<file path="config.mk">
export PLATFORM = sky130hd
export DESIGN_NAME = axi_wr_traffic_gen
export DESIGN_NICKNAME = d
export VERILOG_FILES = /design/src/rtl/axi_wr_traffic_gen.sv
export SDC_FILE = /design/constraint.sdc
export NUM_CORES = 1
export LEC_CHECK = 0
export BUFFER_PORTS_ARGS = -buffer_cell sky130_fd_sc_hd__buf_2
export CORE_MARGIN = 5
export CORE_UTILIZATION = 40
export CTS_CLUSTER_SIZE = 40
export DETAILED_ROUTE_END_ITERATION = 12
export PLACE_DENSITY = 0.65
export SYNTH_ARGS = -nofsm -noshare
export SYNTH_HDL_FRONTEND = slang
export SYNTH_SLANG_ARGS = --single-unit
</file>
<file path="constraint.sdc">
create_clock -name clk -period 4.37 [get_ports clk]
set_input_delay 0.2185 -clock clk [delete_from_list [all_inputs] [get_ports clk]]
set_output_delay 0.2185 -clock clk [all_outputs]
set_load 0.1 [all_outputs]
</file>
<file path="src/rtl/axi_wr_traffic_gen.sv">
// AXI write-channel traffic master: NUM_TXN single-beat writes per start pulse, AW/W decoupled, bounded outstanding B.
// Define AXI_WR_GEN_BCHECK_EN to flag non-OKAY or wrong-ID B responses on the sticky err output.
module axi_wr_traffic_gen #(
  parameter int                ADDR_W      = 32,
  parameter int                DATA_W      = 64,
  parameter int                ID_W        = 4,
  parameter int                NUM_TXN     = 3,
  parameter logic [ADDR_W-1:0] ADDR_BASE   = 32'h4,
  parameter logic [ADDR_W-1:0] ADDR_STRIDE = 32'h100,
  parameter logic [DATA_W-1:0] DATA_SEED   = 64'habcdaaaa12345678,
  parameter logic [DATA_W-1:0] DATA_INC    = 64'h1111111111111111,
  parameter logic [2:0]        AWSIZE      = 3'h2,
  parameter logic [ID_W-1:0]   TXN_ID      = '0,
  parameter int                MAX_OUTST   = 2
) (
  input  logic                clk,
  input  logic                resetn,
  input  logic                start,
  output logic                busy,
  output logic                done,
  output logic                err,
  output logic [ID_W-1:0]     awid,
  output logic [ADDR_W-1:0]   awaddr,
  output logic [2:0]          awsize,
  output logic                awvalid,
  input  logic                awready,
  output logic [DATA_W-1:0]   wdata,
  output logic [DATA_W/8-1:0] wstrb,
  output logic                wlast,
  output logic                wvalid,
  input  logic                wready,
  input  logic [ID_W-1:0]     bid,
  input  logic [1:0]          bresp,
  input  logic                bvalid,
  output logic                bready,
  output logic [7:0]          resp_cnt
);

  // state | meaning
  // IDLE  | after reset, waiting for start
  // ISSUE | presenting AW/W for the run, accepting B
  // DRAIN | every AW and W accepted, waiting for remaining B
  // DONE  | run complete, waiting for next start
  typedef enum logic [1:0] {IDLE, ISSUE, DRAIN, DONE} state_t;

  localparam logic [7:0] NUM_L  = 8'(NUM_TXN);
  localparam logic [3:0] OUTS_L = 4'(MAX_OUTST);

  state_t              state, state_n;
  logic [7:0]          aw_idx, aw_idx_n;
  logic [7:0]          w_idx, w_idx_n;
  logic [3:0]          outst, outst_n;
  logic [7:0]          resp_cnt_n;
  logic [ADDR_W-1:0]   addr_acc, addr_acc_n;
  logic [DATA_W-1:0]   data_acc, data_acc_n;
  logic                awvalid_n, wvalid_n;
  logic                aw_hs, w_hs, b_hs, b_dec, start_ok;

  always_ff @(posedge clk) begin
    if (!resetn) begin
      state    <= IDLE;
      aw_idx   <= 8'd0;
      w_idx    <= 8'd0;
      outst    <= 4'd0;
      resp_cnt <= 8'd0;
      addr_acc <= '0;
      data_acc <= '0;
      awvalid  <= 1'b0;
      wvalid   <= 1'b0;
    end else begin
      state    <= state_n;
      aw_idx   <= aw_idx_n;
      w_idx    <= w_idx_n;
      outst    <= outst_n;
      resp_cnt <= resp_cnt_n;
      addr_acc <= addr_acc_n;
      data_acc <= data_acc_n;
      awvalid  <= awvalid_n;
      wvalid   <= wvalid_n;
    end
  end

  always_comb begin
    aw_hs    = awvalid & awready;
    w_hs     = wvalid & wready;
    b_hs     = bvalid & bready;
    b_dec    = b_hs && (outst != 4'd0);
    start_ok = start && (state == IDLE || state == DONE);

    state_n    = state;
    aw_idx_n   = aw_idx + {7'd0, aw_hs};
    w_idx_n    = w_idx + {7'd0, w_hs};
    resp_cnt_n = resp_cnt + {7'd0, (b_hs && resp_cnt < NUM_L)};
    addr_acc_n = aw_hs ? addr_acc + ADDR_STRIDE : addr_acc;
    data_acc_n = w_hs ? data_acc + DATA_INC : data_acc;
    outst_n    = outst;
    if (aw_hs && !b_dec)
      outst_n = outst + 4'd1;
    else if (!aw_hs && b_dec)
      outst_n = outst - 4'd1;

    case (state)
      IDLE:  if (start_ok) state_n = ISSUE;
      ISSUE: if (aw_idx_n == NUM_L && w_idx_n == NUM_L) state_n = DRAIN;
      DRAIN: if (resp_cnt_n == NUM_L) state_n = DONE;
      DONE:  if (start_ok) state_n = ISSUE;
      default: state_n = IDLE;
    endcase

    if (start_ok) begin
      aw_idx_n   = 8'd0;
      w_idx_n    = 8'd0;
      outst_n    = 4'd0;
      resp_cnt_n = 8'd0;
      addr_acc_n = ADDR_BASE;
      data_acc_n = DATA_SEED;
    end

    // A stalled beat holds; otherwise the next write is presented back-to-back if eligible.
    if (awvalid && !awready)
      awvalid_n = 1'b1;
    else
      awvalid_n = (state_n == ISSUE) && (aw_idx_n < NUM_L) && (outst_n < OUTS_L);

    if (wvalid && !wready)
      wvalid_n = 1'b1;
    else
      wvalid_n = (state_n == ISSUE) && (w_idx_n < aw_idx_n);
  end

  assign busy   = (state == ISSUE) || (state == DRAIN);
  assign bready = busy;
  assign done   = (state == DONE);

  // Payload is masked by valid so idle cycles show zeros.
  assign awaddr = awvalid ? addr_acc : '0;
  assign awsize = awvalid ? AWSIZE : 3'd0;
  assign awid   = awvalid ? TXN_ID : '0;
  assign wdata  = wvalid ? data_acc : '0;
  assign wstrb  = {(DATA_W/8){wvalid}};
  assign wlast  = wvalid;

`ifdef AXI_WR_GEN_BCHECK_EN
  logic err_q;

  always_ff @(posedge clk) begin
    if (!resetn)
      err_q <= 1'b0;
    else if (start_ok)
      err_q <= 1'b0;
    else if (b_hs && (bresp != 2'b00 || bid != TXN_ID))
      err_q <= 1'b1;
  end

  assign err = err_q;
`else
  logic unused_bchk;
  assign unused_bchk = ^{bid, bresp};
  assign err = 1'b0;
`endif

endmodule

</file>
# Word-level counts from Yosys, hierarchy flattened
# Index checks and enable logic that the tools add are counted.
# op_classes
bitwise	4
muxes	18
n_mul	0
shifts	0
div	0
n_eq_ne	7
reduce_logical	23
n_addsub	7
magnitude_cmp	4
# op_table
op	count
64-bit two-way mux	3
64-bit by 61-bit adder with 64-bit output, second input constant	1
32-bit by 9-bit adder with 32-bit output, second input constant	1
32-bit two-way mux	1
8-bit by 1-bit adder with 8-bit output	3
8-bit by 2-bit == test with 1-bit output, second input constant	3
8-bit by 2-bit less-than comparator with 1-bit output, second input constant	2
8-bit two-way mux	2
4-bit two-way mux	3
1-bit logical AND	11
8-bit less-than comparator	1
2-bit two-way mux	4
3-bit two-way mux	2
2-bit case mux with 3 select lines	1
4-bit by 1-bit adder with 4-bit output, second input constant	1
2-bit by 1-bit == test with 1-bit output, second input constant	2
2-bit == test, second input constant	2
1-bit logical NOT	4
4-bit by 2-bit less-than comparator with 1-bit output, second input constant	1
2-bit nonzero test	2
4-bit nonzero test	1
2-bit OR reduction	2
4-bit by 1-bit subtractor with 4-bit output, second input constant	1
1-bit bitwise AND	3
other kinds (4)	6
# word_totals
latchBits	0
rom_bits	0
input_bits	12
reg_bits	128
memories	0
ram_bits	0
out_inout_bits	126

# Depth between registers and ports, before layout
# depth
word_depth	12
depth_mapped	16

# Worst setup path after synthesis
# No wires, ideal clock.
# synth_timing
path_kind	register to register
from	register wvalid, in the netlist wlast
to	register awvalid
synth_period_minus_slack_ns	3.953
setup_slack_ns	0.417
required_ns	4.246
arrival_ns	3.829
path_buffers	3
path_stages_with_launch	13
setup_time_ns	0.124
path_cell_list	dfxtp_1 > nand2_1 > inv_1 > clkbuf_1 > clkbuf_1 > ha_1 > ha_1 > clkbuf_1 > a41oi_1 > or4b_1 > o2111ai_1 > a22o_1 > o22ai_1
# synth_between
elab_chain_len	10
# synth_rtl
element	line_no	source
from (decl)	30	output logic wvalid,
from (signal assigned)	79	wvalid <= wvalid_n;
1-bit bitwise AND	85	w_hs = wvalid & wready;
net w_hs	57	logic aw_hs, w_hs, b_hs, b_dec, start_ok;
8-bit by 1-bit adder with 8-bit output	92	w_idx_n = w_idx + {7'd0, w_hs};
8-bit by 2-bit == test with 1-bit output	104	ISSUE: if (aw_idx_n == NUM_L && w_idx_n == NUM_L) state_n = DRAIN;
1-bit logical AND	104	
2-bit two-way mux	104	
2-bit case mux with 3 select lines	102	case (state)
2-bit by 1-bit == test with 1-bit output	123	awvalid_n = (state_n == ISSUE) && (aw_idx_n < NUM_L) && (outst_n < OUTS_L);
1-bit logical AND (2 in a row)	123	
1-bit two-way mux	120	if (awvalid && !awready)
to (signal assigned)	78	awvalid <= awvalid_n;
to (decl)	25	output logic awvalid,
# The timed path passes the listed nets, and every way through them passes these cells.
# A chain may end at the register's enable or synchronous reset.

# Final worst setup path
# layout_timing
from	register state[0]
to	register wvalid, in the netlist wlast
# layout_between
elab_chain_len	11
elab_cells_between_ends	22
classes_between	1 x add/sub; 1 x order compare; 5 x eq/ne; 7 x mux; 1 x bitwise; 7 x reduce/logical
# layout_rtl
element	line_no	source
from (decl)	49	state_t state, state_n;
from (signal assigned)	71	state <= state_n;
2-bit by 1-bit == test with 1-bit output / 2-bit == test (equally long branches)	102, 131	
1-bit logical OR	131	assign busy = (state == ISSUE) || (state == DRAIN);
1-bit bitwise AND	86	b_hs = bvalid & bready;
1-bit logical AND	93	resp_cnt_n = resp_cnt + {7'd0, (b_hs && resp_cnt < NUM_L)};
8-bit by 1-bit adder with 8-bit output	93	
8-bit by 2-bit == test with 1-bit output	105	DRAIN: if (resp_cnt_n == NUM_L) state_n = DONE;
2-bit two-way mux	105	
2-bit case mux with 3 select lines	102	
2-bit by 1-bit == test with 1-bit output	128	wvalid_n = (state_n == ISSUE) && (w_idx_n < aw_idx_n);
1-bit logical AND *	128	
1-bit two-way mux *	125	if (wvalid && !wready)
# Mark *: on every way between the ends. The rest lies on a longest branch, timed or not.

==> flow_metrics.tcl <==
set metrics [dict create \
    grt_setup_unrepaired "no" \
    hold_viol_final 0 \
    gp_congestion 0.926 \
    synth_warnings 0 \
    grt_use_total_pct 19.2 \
    viasPerCell 5.39 \
    synth_top_area_share_pct 30.6 \
    port_buffers 117 \
    io_pins 138 \
    n_antenna_cell 0 \
    fin_crit_sh_pct 74.8 \
    firstDrtPassIters 5 \
    vdd_drop_max_mv 0.285 \
    end_kind "register" \
    rows 51 \
    yosysTopAreaCell "dfxtp_1" \
    cp.required_ns 4.69 \
    status "finished clean" \
    post-route-drc-count 0 \
    cts-buffers-inserted 17 \
    cts_resized 0 \
    tightest_slew_ns 0.841 \
    p_leak_uw 0.00368 \
    wl_per_cell_microns 15.7 \
    slew_headroom_pct 43.9 \
    fill_cells 1947 \
    grt-ovfl-total 0 \
    synth_cells 1015 \
    post_dp_cell_area_sq_um 8510 \
    hold_buffers 0 \
    drive_gt1_share_pct 16.5 \
    cts_tree "done" \
    max-cap-violations 0 \
    crit_arrival_ns 3.59 \
    grt_pass1_wl_microns 35300 \
    dr_wl_met3_microns 1350 \
    hold_path_depth 2 \
    fin_area_sq_um 9120 \
    clk_latency_ns 0.42 \
    drt-initial-drc-count 563 \
    clk_pin_slew_ns 0.06 \
    wl_met1_microns 9890 \
    worst_clock_skew_ns 0.00880 \
    h-tree-depth 4 \
    holdWs_ns 0.0393 \
    drv_slew 0 \
    clock_path_buffers 2 \
    syn-cell-area_sq_um 7910 \
    synthTopCellsByCount "121 x dfxtp_1, 112 x nor2_1, 109 x and2_1, 82 x nand2_1, 63 x a21oi_1" \
    synth-async-reset-ratio_pct 0 \
    vias 7356 \
    nets 1121 \
    cts.sinks 121 \
    synth_most_common_cell "dfxtp_1" \
    cts_setup_buffers 0 \
    power.density_nw_per_um2 442 \
    dp.cells 1333 \
    hold_path.class "primary input to register" \
    dieArea_sq_um 22700 \
    drt_wl_total_microns 21400 \
    top_layer_used "met4" \
    postRouteAntennaNets 0 \
    initial_core_util_pct 40.6 \
    coreArea_sq_um 19500 \
    die_h_microns 151 \
    synth_area_leaders "dfxtp_1 31%, and2_1 8.6%, xnor2_1 5.6%" \
    ys_seq_area_share_pct 30.6 \
    area_delta_synth_final_pct 15.3 \
    fin_cells 1365 \
    ys_ff_latch 121 \
    min_period_ns 3.27 \
    worstSetupPathType "register to register" \
    synth-main-ff-cell "dfxtp_1" \
    grt_pass1_vias 6866 \
    wl_met2_microns 9910 \
    crit_path_start_kind "register" \
    synth-edff-count 0 \
    cts-root-buf "clkbuf_16" \
    setup_violations 0 \
    synthDistinctLibCells 80 \
    max_freq_mhz 306 \
    dp_hpwl_microns 14900 \
    synth.avg_cell_area_sq_um 7.79 \
    fin_setup_tns_ns 0 \
    cp_max_fo 6 \
    worstRegToRegCells 13 \
    grt_antenna_before_repair 0 \
    die_w_microns 151 \
    grt_max_degree 76 \
]
metal layers:
layer | track usage, % | up-vias
li1 | - | 3682
met1 | 25.1 | 3429
met2 | 31.9 | 216
met3 | 4.39 | 29
met4 | 4.94 | 0
met5 | 0 | -
power by group:
part	internal (uW)	leakage (uW)	switching, uW	total [uW]
Clock	926	0.000289	525	1450
Sequential	1220	0.000984	209	1430
Combinational	269	0.00240	883	1150
registers in the layout, indices dropped and copies added (netlist names):
register	count
addr_acc	25
aw_idx	8
awvalid	1
data_acc	64
outst	4
resp_cnt	8
state	2
w_idx	8
wlast	1
cells in the final DEF (no fill, tap or decap), types with 10 or more instances in the layout:
master     synthesis  layout
xnor2_1           51      51
a211oi_1          10      10
nor3_1            17      17
and2_1           109     109
ha_1              22      22
conb_1             1      14
a31oi_1           17      17
nand2_1           82      81
nor2_1           112     112
dfxtp_1          121     120
xor2_1            39      39
inv_1             14      14
and3_1            33      33
o21ai_0           33      33
clkbuf_16          0      17
nand4_1           20      20
buf_2              7     117
a21oi_1           63      63
nand3_1           43      43
per-stage QoR:
stage          power [uW]  util, %  setup slack [ns]
6_report             4030     46.9              1.10
5_1_grt              4230     46.9             0.744
4_1_cts              4070     46.9              1.13
3_5_place_dp         2610     43.7              1.10
3_3_place_gp         2590     43.7              1.27
2_1_floorplan        2380        -             0.417
cell families after synthesis:
family                   after synthesis  share of synthesized area (%)
buffers and inverters                 99                           6.06
AO/OA/AOI/OAI                        200                           17.3
flip-flops                           121                           30.6
other                                  1                         0.0474
AND/OR/NAND/NOR                      480                           32.2
adder cells (fa/ha/maj)               22                           3.48
XOR/XNOR                              90                           9.96
multiplexers                           2                          0.269
final timing paths:
check	slack [ns]	from	endpoint
setup / recovery	1.10	state[0]	wlast
hold / removal	0.04	awready	awvalid
setup reg to reg	1.10	state[0]	wlast
hold reg to reg	0.49	addr_acc[14]	addr_acc[14]
critical path, cell delays in order, from the launching register on:
cell,delay [ns]
dfxtp_1,0.42
inv_1,0.07
ha_1,0.34
inv_1,0.13
nand2_1,0.10
and4b_1,0.26
ha_1,0.24
ha_1,0.30
and3_1,0.25
nand4_1,0.11
a211oi_1,0.29
a31oi_1,0.16
a22o_1,0.27
o31ai_1,0.23
area by class of cell:
cell class,count,area [sq um],area share [%]
clock buffers,21,460,5.05
well taps,265,332,3.64
repair buffers,125,646,7.08
inverters,14,52.6,0.576
multi-input cells,808,5060,55.5
clock inverters,11,145,1.59
flip-flops and latches,121,2420,26.6
No activity file was read; power rests on OpenSTA's default activity.
